==> src/rtl/ptp_up_master.sv <==
// ptp_up_master: queued command master driving the PTP core micro-processor register bus.
// Optional strobe statistics counters are built when PTP_UP_MASTER_STAT_EN is defined.
module ptp_up_master #(
  parameter int unsigned AW        = 8,
  parameter int unsigned DW        = 32,
  parameter int unsigned DEPTH     = 4,
  parameter int unsigned SETUP_CYC = 1,
  parameter int unsigned RD_LAT    = 2
) (
  input  logic          up_clk,
  input  logic          up_rst_n,
  input  logic          cmd_valid,
  output logic          cmd_ready,
  input  logic [1:0]    cmd_op,
  input  logic [AW-1:0] cmd_addr,
  input  logic [DW-1:0] cmd_data,
  output logic          rsp_valid,
  input  logic          rsp_ready,
  output logic [AW-1:0] rsp_addr,
  output logic [DW-1:0] rsp_data,
  output logic          busy,
  output logic          up_wr,
  output logic          up_rd,
  output logic [AW-1:0] up_addr,
  output logic [DW-1:0] up_data_wr,
`ifdef PTP_UP_MASTER_STAT_EN
  output logic [15:0]   stat_wr_cnt,
  output logic [15:0]   stat_rd_cnt,
`endif
  input  logic [DW-1:0] up_data_rd
);

  localparam int unsigned PW         = $clog2(DEPTH);
  localparam logic [PW:0] FULL_CNT   = DEPTH[PW:0];
  localparam logic [15:0] SETUP_INIT = 16'(SETUP_CYC - 1);
  localparam logic [15:0] RDLAT_INIT = 16'(RD_LAT - 1);

  typedef enum logic [2:0] {IDLE, SETUP, STROBE, POST, WAIT, RESP, HOLD} state_t;

  state_t        state, state_n;
  logic [1:0]    fifo_op   [DEPTH];
  logic [AW-1:0] fifo_addr [DEPTH];
  logic [DW-1:0] fifo_data [DEPTH];
  logic [PW-1:0] wr_ptr, rd_ptr;
  logic [PW:0]   count, count_n;
  logic          push, pop;

  logic [15:0]   cnt, cnt_n;
  logic          is_rd, is_rd_n;
  logic [AW-1:0] addr_n;
  logic [DW-1:0] wdata_n;
  logic          wr_n, rd_n;
  logic          rsp_free;
  logic          rsp_valid_n;
  logic [AW-1:0] rsp_addr_n;
  logic [DW-1:0] rsp_data_n;
  logic [DW-1:0] rbuf, rbuf_n;

  assign push = cmd_valid && cmd_ready;
  assign busy = (state != IDLE) || (count != '0);

  always_comb begin
    count_n = count;
    if (push && !pop)      count_n = count + 1'b1;
    else if (pop && !push) count_n = count - 1'b1;
  end

  always_ff @(posedge up_clk) begin
    if (push) begin
      fifo_op[wr_ptr]   <= cmd_op;
      fifo_addr[wr_ptr] <= cmd_addr;
      fifo_data[wr_ptr] <= cmd_data;
    end
  end

  always_ff @(posedge up_clk) begin
    if (!up_rst_n) begin
      state      <= IDLE;
      wr_ptr     <= '0;
      rd_ptr     <= '0;
      count      <= '0;
      cmd_ready  <= 1'b1;
      cnt        <= '0;
      is_rd      <= 1'b0;
      up_wr      <= 1'b0;
      up_rd      <= 1'b0;
      up_addr    <= '0;
      up_data_wr <= '0;
      rsp_valid  <= 1'b0;
      rsp_addr   <= '0;
      rsp_data   <= '0;
      rbuf       <= '0;
    end else begin
      state      <= state_n;
      if (push) wr_ptr <= wr_ptr + 1'b1;
      if (pop)  rd_ptr <= rd_ptr + 1'b1;
      count      <= count_n;
      cmd_ready  <= (count_n != FULL_CNT);
      cnt        <= cnt_n;
      is_rd      <= is_rd_n;
      up_wr      <= wr_n;
      up_rd      <= rd_n;
      up_addr    <= addr_n;
      up_data_wr <= wdata_n;
      rsp_valid  <= rsp_valid_n;
      rsp_addr   <= rsp_addr_n;
      rsp_data   <= rsp_data_n;
      rbuf       <= rbuf_n;
    end
  end

  // Strobes are registered from the state decision, so each is high for exactly the STROBE cycle.
  always_comb begin
    state_n     = state;
    cnt_n       = cnt;
    is_rd_n     = is_rd;
    pop         = 1'b0;
    addr_n      = up_addr;
    wdata_n     = up_data_wr;
    wr_n        = 1'b0;
    rd_n        = 1'b0;
    rsp_free    = !rsp_valid || rsp_ready;
    rsp_valid_n = rsp_valid && !rsp_ready;
    rsp_addr_n  = rsp_addr;
    rsp_data_n  = rsp_data;
    rbuf_n      = rbuf;
    case (state)
      IDLE: begin
        if (count != '0) begin
          pop    = 1'b1;
          addr_n = fifo_addr[rd_ptr];
          case (fifo_op[rd_ptr])
            2'b00: begin
              wdata_n = fifo_data[rd_ptr];
              is_rd_n = 1'b0;
              cnt_n   = SETUP_INIT;
              state_n = SETUP;
            end
            2'b01: begin
              is_rd_n = 1'b1;
              cnt_n   = SETUP_INIT;
              state_n = SETUP;
            end
            2'b10: begin
              cnt_n   = fifo_data[rd_ptr][15:0];
              state_n = HOLD;
            end
            default: state_n = IDLE;
          endcase
        end
      end
      SETUP: begin
        if (cnt == '0) begin
          wr_n    = !is_rd;
          rd_n    = is_rd;
          state_n = STROBE;
        end else begin
          cnt_n = cnt - 1'b1;
        end
      end
      STROBE: begin
        if (is_rd) begin
          cnt_n   = RDLAT_INIT;
          state_n = WAIT;
        end else begin
          state_n = POST;
        end
      end
      POST: state_n = IDLE;
      WAIT: begin
        if (cnt != '0) begin
          cnt_n = cnt - 1'b1;
        end else if (rsp_free) begin
          rsp_valid_n = 1'b1;
          rsp_addr_n  = up_addr;
          rsp_data_n  = up_data_rd;
          state_n     = IDLE;
        end else begin
          rbuf_n  = up_data_rd;
          state_n = RESP;
        end
      end
      RESP: begin
        if (rsp_free) begin
          rsp_valid_n = 1'b1;
          rsp_addr_n  = up_addr;
          rsp_data_n  = rbuf;
          state_n     = IDLE;
        end
      end
      HOLD: begin
        if (cnt == '0) state_n = IDLE;
        else           cnt_n   = cnt - 1'b1;
      end
      default: state_n = IDLE;
    endcase
  end

`ifdef PTP_UP_MASTER_STAT_EN
  always_ff @(posedge up_clk) begin
    if (!up_rst_n) begin
      stat_wr_cnt <= '0;
      stat_rd_cnt <= '0;
    end else begin
      if (up_wr) stat_wr_cnt <= stat_wr_cnt + 1'b1;
      if (up_rd) stat_rd_cnt <= stat_rd_cnt + 1'b1;
    end
  end
`endif

endmodule

==> config.mk <==
export PLATFORM = sky130hd
export DESIGN_NAME = ptp_up_master
export DESIGN_NICKNAME = d
export VERILOG_FILES = /design/src/rtl/ptp_up_master.sv
export SDC_FILE = /design/constraint.sdc
export NUM_CORES = 1
export LEC_CHECK = 0
export BUFFER_PORTS_ARGS = -buffer_cell sky130_fd_sc_hd__buf_2
export CAP_MARGIN = 20
export CORE_AREA = 10 10 188 190
export DETAILED_ROUTE_END_ITERATION = 8
export DIE_AREA = 0 0 198 200
export SYNTH_ARGS = -nofsm -noshare
export SYNTH_HDL_FRONTEND = slang
export SYNTH_SLANG_ARGS = --single-unit
==> constraint.sdc <==
create_clock -name up_clk -period 2.1 [get_ports up_clk]
set_input_delay 0.21 -clock up_clk [delete_from_list [all_inputs] [get_ports up_clk]]
set_output_delay 0.21 -clock up_clk [all_outputs]
set_load 0.03 [all_outputs]
# Yosys cells after proc, flatten, opt, wreduce, memory -nomap -nowiden
# Memories as Yosys holds them, arrays and structs flattened. A register that Yosys moved wholly into a read port is not among the register bits.
# Cells that the tools add are included.
# totals
regBits,135
ramBits,168
input_bits,78
out_inout_bits,85
wordCells,110
mem_count,3
# classes
n_addsub,5
n_eq_ne,18
n_mux,36
bitwise_logic,2
reduce_logical,32
# memory_table
name,words,width,read_ports,rd_ports_with_merged_regs,write_ports,line_no,text
fifo_data,4,32,1,1,1,43,logic [DW-1:0] fifo_data [DEPTH];
fifo_addr,4,8,1,1,1,42,logic [AW-1:0] fifo_addr [DEPTH];
fifo_op,4,2,1,1,1,41,logic [1:0] fifo_op [DEPTH];
# op_table
op,n
32-bit 2-to-1 mux,3
16-bit 2-to-1 mux,4
16-bit case mux with 4 select lines,1
32-bit case mux with 2 select lines,1
16-bit case mux with 2 select lines,1
3-bit 2-to-1 mux,9
2-bit inequality test (second input constant),9
3-bit case mux with 6 select lines,1
16-bit logical NOT,1
8-bit 2-to-1 mux,2
8-bit case mux with 2 select lines,1
16-bit nonzero test,1
16-bit by 1-bit subtractor with 16-bit output (second input constant),1
3-bit AND reduction,4
3-bit == test (second input constant),3
2-bit 2-to-1 mux,4
1-bit logical NOT,6
1-bit 2-to-1 mux,6
3-bit case mux with 2 select lines,1
6-bit AND reduction,1
3-bit nonzero test,2
5-bit AND reduction,1
2-bit by 1-bit adder with 2-bit output (second input constant),2
1-bit logical AND,4
18 further kinds,24

# Longest topological paths before layout
# Gate-level depths: netlist of the first run.
# logic_depth
ltp_word,7
mapped_depth,9
depth_no_buf,7

# Least setup slack after synthesis of the first run
# OpenSTA, ideal clock, no wires.
# synth_timing
path_type,flip-flop to flip-flop
from,register cnt[8]
to,register rsp_addr[0]
setup_ns,0.072
arrival_time_ns,2.063
required_ns,2.028
path_slack_ns,-0.035
stages_incl_launch_ff,8
path_buffers,2
synth_period_minus_slack_ns,2.135
cell_sequence,dfxtp_1 > or4_4 > or3_4 > o21ai_4 > and3_1 > buf_2 > buf_6 > mux2i_1
# synth_between
elab_chain_cells,3
# synth_lines
element,line_no,text
from (decl),48,"logic [15:0] cnt, cnt_n;"
from (signal assigned),99,cnt <= cnt_n;
16-bit nonzero test,171,if (cnt != '0) begin
2-bit inequality test (no source line),-,
2-bit AND reduction (no source line),-,
to (signal assigned),106,rsp_addr <= rsp_addr_n;
to (decl),19,"output logic [AW-1:0] rsp_addr,"
# No other way between the ends.
# A chain may end at the register's enable or synchronous reset.

# Worst setup path in the final report of the first run
# layout_timing
from,register cnt[11]
to,register rsp_data[10]
# layout_between
elab_chain_cells,3
# layout_lines
element,line_no,text
16-bit nonzero test,171,
2-bit inequality test (no source line),-,
4-bit AND reduction (no source line),-,
to (signal assigned),107,rsp_data <= rsp_data_n;
to (decl),20,"output logic [DW-1:0] rsp_data,"
# No other way between the ends.

==> results of run 1 <==
==> area by class of cell <==
cell class | count | area, µm²
fillers | 2658 | 15100
flip-flops and latches | 313 | 7950
multi-input cells | 566 | 4300
repair buffers | 301 | 2370
clock buffers | 45 | 965
well taps | 402 | 503
clock inverters | 15 | 158
inverters | 11 | 42.5
diodes | 2 | 5.00
==> through the flow <==
step | TNS [ps] | setup slack (ps) | util, % | instances
floorplan | 0 | 14.9 | - | 958
global placement | -326 | -33.8 | 44.8 | 1505
CTS | -353 | -46.3 | 50.9 | 1640
finish | -944 | -51.7 | 51.9 | 1655
global route | -3140 | -107 | 51.9 | 1655
detailed placement | -638 | -62.4 | 44.8 | 1505
==> sequential cells by signal, indices dropped and copies added, names as in the netlist, named ones only <==
register / count
cmd_ready: 1
cnt: 16
count: 3
fifo_addr: 32
fifo_data: 128
fifo_op: 8
is_rd: 1
rbuf: 32
rd_ptr: 2
rsp_addr: 8
rsp_data: 32
rsp_valid: 1
state: 3
up_addr: 8
up_data_wr: 32
up_rd: 1
up_wr: 1
wr_ptr: 2
==> worst register-to-register path, cell delays in order, from the launching register on <==
cell     delay [ps]
dfxtp_2         310
or4_4           560
or3_4           370
o21ai_4         180
and3_4          270
buf_12          140
buf_16          140
o211a_1         140
==> power by group through the flow <==
stage / clock (µW) / sequential [µW] / combinational [µW]
after global placement: 0 / 7910 / 6700
after floorplan: 0 / 8420 / 3900
after detailed placement: 0 / 7930 / 6740
after CTS: 6070 / 7810 / 6920
final: 5880 / 7820 / 7510
after global routing: 6300 / 7910 / 8170
==> cells in the final DEF (no fill, tap or decap), types with 5 or more instances in the layout <==
cell type	n
nor2_1	51
buf_12	16
nand2_1	134
mux4_2	42
clkinv_1	6
dfxtp_1	143
inv_1	10
edfxtp_1	168
a22oi_1	8
and2_1	5
dlygate4sd3_1	74
a31oi_1	10
o21ai_1	8
clkinv_2	5
xor2_1	8
clkbuf_16	41
ha_1	9
o21ai_0	14
mux2i_1	63
a311oi_1	10
clkbuf_1	6
buf_4	39
o211a_1	22
nand2b_1	5
nand4_1	24
nand3_1	17
buf_2	161
a21oi_1	64
==> repair_timing <==
action | CTS | global route
gates resized for setup | 5 | 34
endpoints found under the setup margin | 22 | 115
hold buffers | 74 | 0
cloned | 1 | 7
hold endpoints to repair | 211 | 0
setup buffers | 0 | 6
pin swaps | 2 | 11
==> worst max path at each step <==
stage,startpoint,slack [ps],end
2_1_floorplan,cnt[11],10,rsp_addr[0]
3_5_place_dp,cnt[11],-60,rsp_addr[1]
5_1_grt,cnt[11],-110,rsp_data[10]
6_report,cnt[11],-50,rsp_data[10]
4_1_cts,cnt[11],-50,rsp_addr[4]
3_3_place_gp,cnt[11],-30,rsp_addr[3]
==> cells by family (layout without fill, tap and decap cells) <==
logic type	Yosys count	after routing
AO/OA/AOI/OAI	163	163
flip-flops	313	313
multiplexers	105	105
AND/OR/NAND/NOR	277	277
adder cells (fa/ha/maj)	9	9
XOR/XNOR	12	12
other	0	2
buffers and inverters	79	372
==> routing by layer <==
layer	up-vias	part of all wire, %	wire length (µm)	global-route usage [%]
li1	4127	-	-	-
met1	4220	43	13500	19.4
met2	272	48	15200	25.4
met3	60	6.8	2120	3.70
met4	2	1.8	568	3.87
met5	-	0.064	20	0
==> impl_results.md, run 1 <==
* Synthesis-stage register bit count at 313
* Nets at 1,315
* Sequential power share at a little under two fifths
* Synth Warn # at 0
* Clk buf depth at 3
* Worst-Margin Slew at around 480 ps
* Dpl cell area at ~14,000 µm²
* Vias per cell at roughly 5.2
* CTS tree: built
* Slew Limit Headroom at between 60% and 70%
* Share of layout cells above drive strength 1 at 28.1%
* Synth Area in Compound Gates at between 8 and 9%
* WP depth at 7
* Worst path cell trace: or4_4 -> or3_4 -> o21ai_4 -> and3_4 -> buf_12 -> buf_16 -> o211a_1
* WHS at 132 ps
* Synth Cell Area at about 12,000 µm²
* Max stage delay on crit path at ~560 ps
* Post-synth ARST share at 0%
* Final setup margin at -51.7 ps
* IO Count at approximately 160
* Reg2reg path depth at 7
* RR Startpoint: cnt[11]
* Critical Path Source Type: register
* # rows at 65
* CP Data Arrival Time at about 2600 ps
* Total die area at between 30,000 and 40,000 µm²
* Post-DP HPWL at just under 20,000 µm
* Grt total ovfl at 0
* Die width at between 150 and 200 µm
* Final Hold Viols at 0
* Vias in the first global route at 8,780
* Unrepaired setup endpoints after global routing: yes
* Number of CTS-inserted buffers at 35
* Post-DRT Antenna Nets at 0
* First-pass GRT wire length at 48,400 µm
* Max Transition Viols Final at 0
* Outcome: complete, but fails checks
* Max FO, Critical Path at 10
* Post-synthesis adder-cell area fraction at 0.905%
* Synth Area in XOR/XNOR at 0.844%
* Largest family of logic cells by synthesized area: multiplexers
* Int Pwr at between 10,000 and 15,000 µW
* Aggregate routed wire length at roughly 31,000 µm
* Post-synth top area cell: edfxtp_1
* Post-route cell area at 16,300 µm²
* Reg2Reg Setup Slack at -50 ps
* Wirelength per Cell at around 19 µm
* Post-synthesis mux area share at 12.7%
* Fin Clk Skew at 16.4 ps
* Yosys cell types at 60
* Critical R2R Capture: rsp_data[10]
* Sw Ratio at around a third
* Starting utilization of the core area at between 30% and 40%
* Hold Path Cell Cnt at 3
* Largest net degree at the start of global routing at ~50
* Maximum VDD drop at 0.742 mV
* Min-delay src: up_rst_n
* P_sw at approximately 7000 µW
* Final Cycle Share at 102%
* Post-synthesis cell count at ~960
* Hold Crit Endpoint: up_data_wr[4]
* DIE HEIGHT at about 200 µm
* Post-synth top area share at just over 40%
* Most common cell in the synthesized netlist: edfxtp_1
* Commonest cells in the netlist: 168 x edfxtp_1, 145 x dfxtp_1, 134 x nand2_1, 64 x a21oi_1, 63 x mux2i_1
* Power density over the cells at approximately 1300 nW/µm²
* Failing checks: negative setup slack
* Layout area overhead at 31.0%
* CP bufs+invs at 2
* Drt initial violations at between 300 and 400
* Clock power frac at about 28%
* Worst Setup End Kind: register
* Sequential fraction of the synthesis area at 63.9%
* TritonRoute pass-1 iters at 7
* CTS Root Cell: clkbuf_16
* Gr usage total at approximately 15%
* Worst path slowest cell: or4_4
* Via Count at a little under 9,000
* Initial antenna violation count at 3
* CTS H-Tree Depth at 2
* CORE AREA at 31,400 µm²
* Net Count, Synth at 1,045
* LEAKAGE at about 0.0067 µW
* Combinational fraction of design power at a little over a third
* DRC violations left at 0
* Syn Area/Cell at approximately 13 µm²
* Worst Hold Class: in -> reg
* IO Port Bufs at between 150 and 200
* CP top delay family: simple AND/OR/NAND/NOR gates
* Data required, critical path at between 2000 and 3000 ps
* Placer Congestion at between 0.8 and 0.9
* Post-Synth Simple-Gate Area at 10.3%
* Main synth FF type: edfxtp_1
* Top cells by area, synth: edfxtp_1 41%, dfxtp_1 23%, mux4_2 7.6%, mux2i_1 5.1%, nand2_1 4.0%
* Minimum clock period at 2150 ps
* Fmax at roughly 460 MHz
* # setup viols final at 33
* TritonCTS Sinks at 313
* Crit Path Category: reg -> reg
* Worst skew pair latency at between 500 and 600 ps
* Post-synth EDFFs at about 170
* Final Power at ~21,000 µW
* CTS clk-pin slew, worst paths at ~60 ps
* Max Cap Viol at 0
No activity file was read; power rests on OpenSTA's default activity.
==> inputs of run 2 (changes only) <==
--- a/config.mk
+++ b/config.mk
@@ -7,9 +7,10 @@
 export LEC_CHECK = 0
 export BUFFER_PORTS_ARGS = -buffer_cell sky130_fd_sc_hd__buf_2
 export CAP_MARGIN = 20
-export CORE_AREA = 10 10 188 190
+export CORE_AREA = 10 10 235 237
 export DETAILED_ROUTE_END_ITERATION = 8
-export DIE_AREA = 0 0 198 200
+export DIE_AREA = 0 0 245 247
+export SETUP_SLACK_MARGIN = 0.4
 export SYNTH_ARGS = -nofsm -noshare
 export SYNTH_HDL_FRONTEND = slang
 export SYNTH_SLANG_ARGS = --single-unit
==> run 2 against run 1 <==
Effect of this change:
- the run still ends with negative setup slack left
- first-iteration DRC count rose by 29%
- sequential share of layout area down 3.6 points
- cell area increased by 8.2%
- count of clock-buffer cells in the layout is 1 higher
- core utilization shrank 17 points
- clock skew up 14 ps
- power rose by 10%
- die area rose by 53%
- critical path type unchanged
- largest cell class unchanged
==> impl_results.md, run 2 (same netlist as run 1, synthesis figures left out) <==
* Vias in the first global route at 9,217 (+5.0%)
* CTS H-Tree Depth at 2 (unchanged)
* CTS clk-pin slew, worst paths at 60 ps (about the same)
* Commonest non-fill, non-tap cell in the layout: edfxtp_1
* Power density over the cells at 1330 nW/µm² (+2.1%)
* Share of layout cells above drive strength 1 at 36.5% (+8.3 points)
* Die width at 245 µm (+24%)
* CP Data Arrival Time at 2640 ps (+40 ps)
* Layout area overhead at 41.7%
* Nets at 1,351 (+2.7%)
* Slew Limit Headroom at 64.5% (-3.7 points)
* WHS at 134 ps (+2.29 ps)
* Starting utilization of the core area at 24.6% (-15 points)
* Hold Crit Endpoint: wr_ptr[1]
* RR Startpoint: cnt[11]
* Total die area at 60,500 µm² (+53%)
* Grt total ovfl at 0 (unchanged)
* Met3 wire len at 2190 µm (+3.3%)
* FILL cells at 4,964 (+87%)
* WL met1 at 15,200 µm (+13%)
* CP bufs+invs at 2 (unchanged)
* First-pass GRT wire length at 53,500 µm (+10%)
* Met2 routed WL at 17,600 µm (+16%)
* Most frequent cells in the layout: 168 x edfxtp_1, 161 x buf_2, 138 x dfxtp_1
* Placer Congestion at 0.763 (-5.1%)
* Fmax at 455 MHz (-2.1%)
* Worst path cell trace: or4_4 -> or3_4 -> o21ai_4 -> buf_4 -> clkbuf_16 -> a31oi_1 -> a311oi_1
* Number of CTS-inserted buffers at 37 (+5.7%)
* Worst-Margin Slew at 532 ps (+55.7 ps)
* Worst Hold Class: in -> reg
* Max FO, Critical Path at 8 (-2)
* Post-DRT Antenna Nets at 0 (unchanged)
* Dpl cell area at 14,500 µm² (+2.9%)
* Hold Path Cell Cnt at 4 (+1)
* Unrepaired setup endpoints after global routing: yes
* Worst skew pair latency at 560 ps (+40 ps)
* Max stage delay on crit path at 560 ps (about the same)
* CTS tree: built
* Aggregate routed wire length at 35,900 µm (+14%)
* Reg with most FFs: fifo_data
* CTS Root Cell: clkbuf_16
* # setup viols final at 63 (+91%)
* Drt initial violations at 499 (+29%)
* Post-DP HPWL at 21,800 µm (+11%)
* Antenna diode count at 0 (-2)
* Failing checks: negative setup slack
* Clk buf depth at 3 (unchanged)
* Fin Clk Skew at 30.0 ps (+13.5 ps)
* Initial antenna violation count at 4 (+1)
* TritonCTS Sinks at 313 (unchanged)
* Worst Setup End Kind: register
* Outcome: complete, but fails checks
* IO Count at 163 (unchanged)
* Maximum VDD drop at 0.704 mV (-5.2%)
* Via Count at 8,973 (+3.4%)
* Post-route cell area at 17,600 µm² (+8.2%)
* Final setup margin at -97.9 ps (-46.2 ps)
* Critical Path Source Type: register
* Data required, critical path at 2550 ps (about the same)
* Final Cycle Share at 105% (+2.2 points)
* Gr usage total at 11.2% (-3.9 points)
* Reg2reg path depth at 7 (unchanged)
* Placed insts at 1,784 (+19%)
* Vias per cell at 4.55 (-13%)
* # rows at 83 (+28%)
* Max Cap Viol at 0 (unchanged)
* CP top delay family: simple AND/OR/NAND/NOR gates
* Min-delay src: cmd_valid
* LEAKAGE at 0.00708 µW (+6.2%)
* Worst path slowest cell: or4_4
* Max reg flops at 128 (unchanged)
* Critical R2R Capture: rsp_data[1]
* Max Transition Viols Final at 0 (unchanged)
* DR top layer: met5
* IO Port Bufs at 162 (unchanged)
* Wirelength per Cell at 18.2 µm (-4.0%)
* Largest net degree at the start of global routing at 53 (+8.2%)
* Final Hold Viols at 0 (unchanged)
* Minimum clock period at 2200 ps (+46.2 ps)
* Final Power at 23,400 µW (+10%)
* CORE AREA at 50,700 µm² (+61%)
* Reg2Reg Setup Slack at -100 ps (-50 ps)
* Crit Path Category: reg -> reg
* DRC violations left at 0 (unchanged)
* Finished Layout Cells at 1,972 (+19%)
* TritonRoute pass-1 iters at 5 (-2)
* DIE HEIGHT at 247 µm (+24%)
[run 2: cell types whose count changed in the layout (fill, tap and decap cells not counted), sizes merged]
| cell | before | now |
|---|---|---|
| diode | 2 | 0 |
| dlygate4sd3 | 74 | 75 |
| clkinv | 13 | 17 |
| inv | 11 | 13 |
| clkinvlp | 0 | 2 |
| clkbuf | 51 | 52 |
| bufinv | 2 | 0 |
| bufbuf | 0 | 2 |
| buf | 221 | 252 |
[run 2: layout make-up]
class / instances / area, µm² / share of cell area, %
sequential: 313 / 7970 / 45.2
multi-input combinational: 566 / 4670 / 26.5
timing repair buffer: 335 / 2900 / 16.4
clock buffer: 46 / 1020 / 5.78
tap: 680 / 851 / 4.82
clock inverter: 21 / 181 / 1.03
inverter: 11 / 47.5 / 0.270
[run 2: report_power, final]
group,internal (µW),switching (µW)
clock,3520,2640
sequential,7350,582
combinational,4280,5060
total,15200,8280
[run 2: metal layers]
metal / vias to the layer above / GRT usage [%]
li1: 4201 / -
met1: 4450 / 13.6
met2: 255 / 19.0
met3: 59 / 3.13
met4: 8 / 3.76
met5: - / 0
[run 2: worst max-delay path by stage]
stage	from	cells past startpoint	endpoint	slack, ps
6_report	cnt[11]	7	rsp_data[1]	-100
5_1_grt	cnt[11]	7	rsp_data[0]	-130
4_1_cts	cnt[11]	7	rsp_data[1]	-80
3_5_place_dp	cnt[11]	6	rsp_addr[3]	-90
3_3_place_gp	cnt[11]	6	rsp_addr[7]	-30
2_1_floorplan	cnt[11]	7	rsp_addr[0]	20
[run 2: timing repair]
action,4_1_cts,5_1_grt
setup buffers,16,15
gates resized for setup,108,50
endpoints found under the hold margin,212,0
endpoints found under the setup margin,131,134
pin swaps,26,11
gates cloned,9,6
hold buffers,75,0
[run 2: metrics by stage]
step / setup TNS, ps / worst slack (ps) / utilization (%)
after floorplan: 0 / 16.5 / -
after global placement: -404 / -34.5 / 28.6
after detailed placement: -1420 / -93.3 / 28.6
after CTS: -974 / -78.0 / 33.9
after global routing: -6480 / -128 / 34.8
final: -1850 / -97.9 / 34.8
[run 2: worst register-to-register path: stages, from the launching register on]
cell,delay [ps]
dfxtp_2,320
or4_4,560
or3_4,390
o21ai_4,180
buf_4,160
clkbuf_16,160
a31oi_1,90
a311oi_1,250
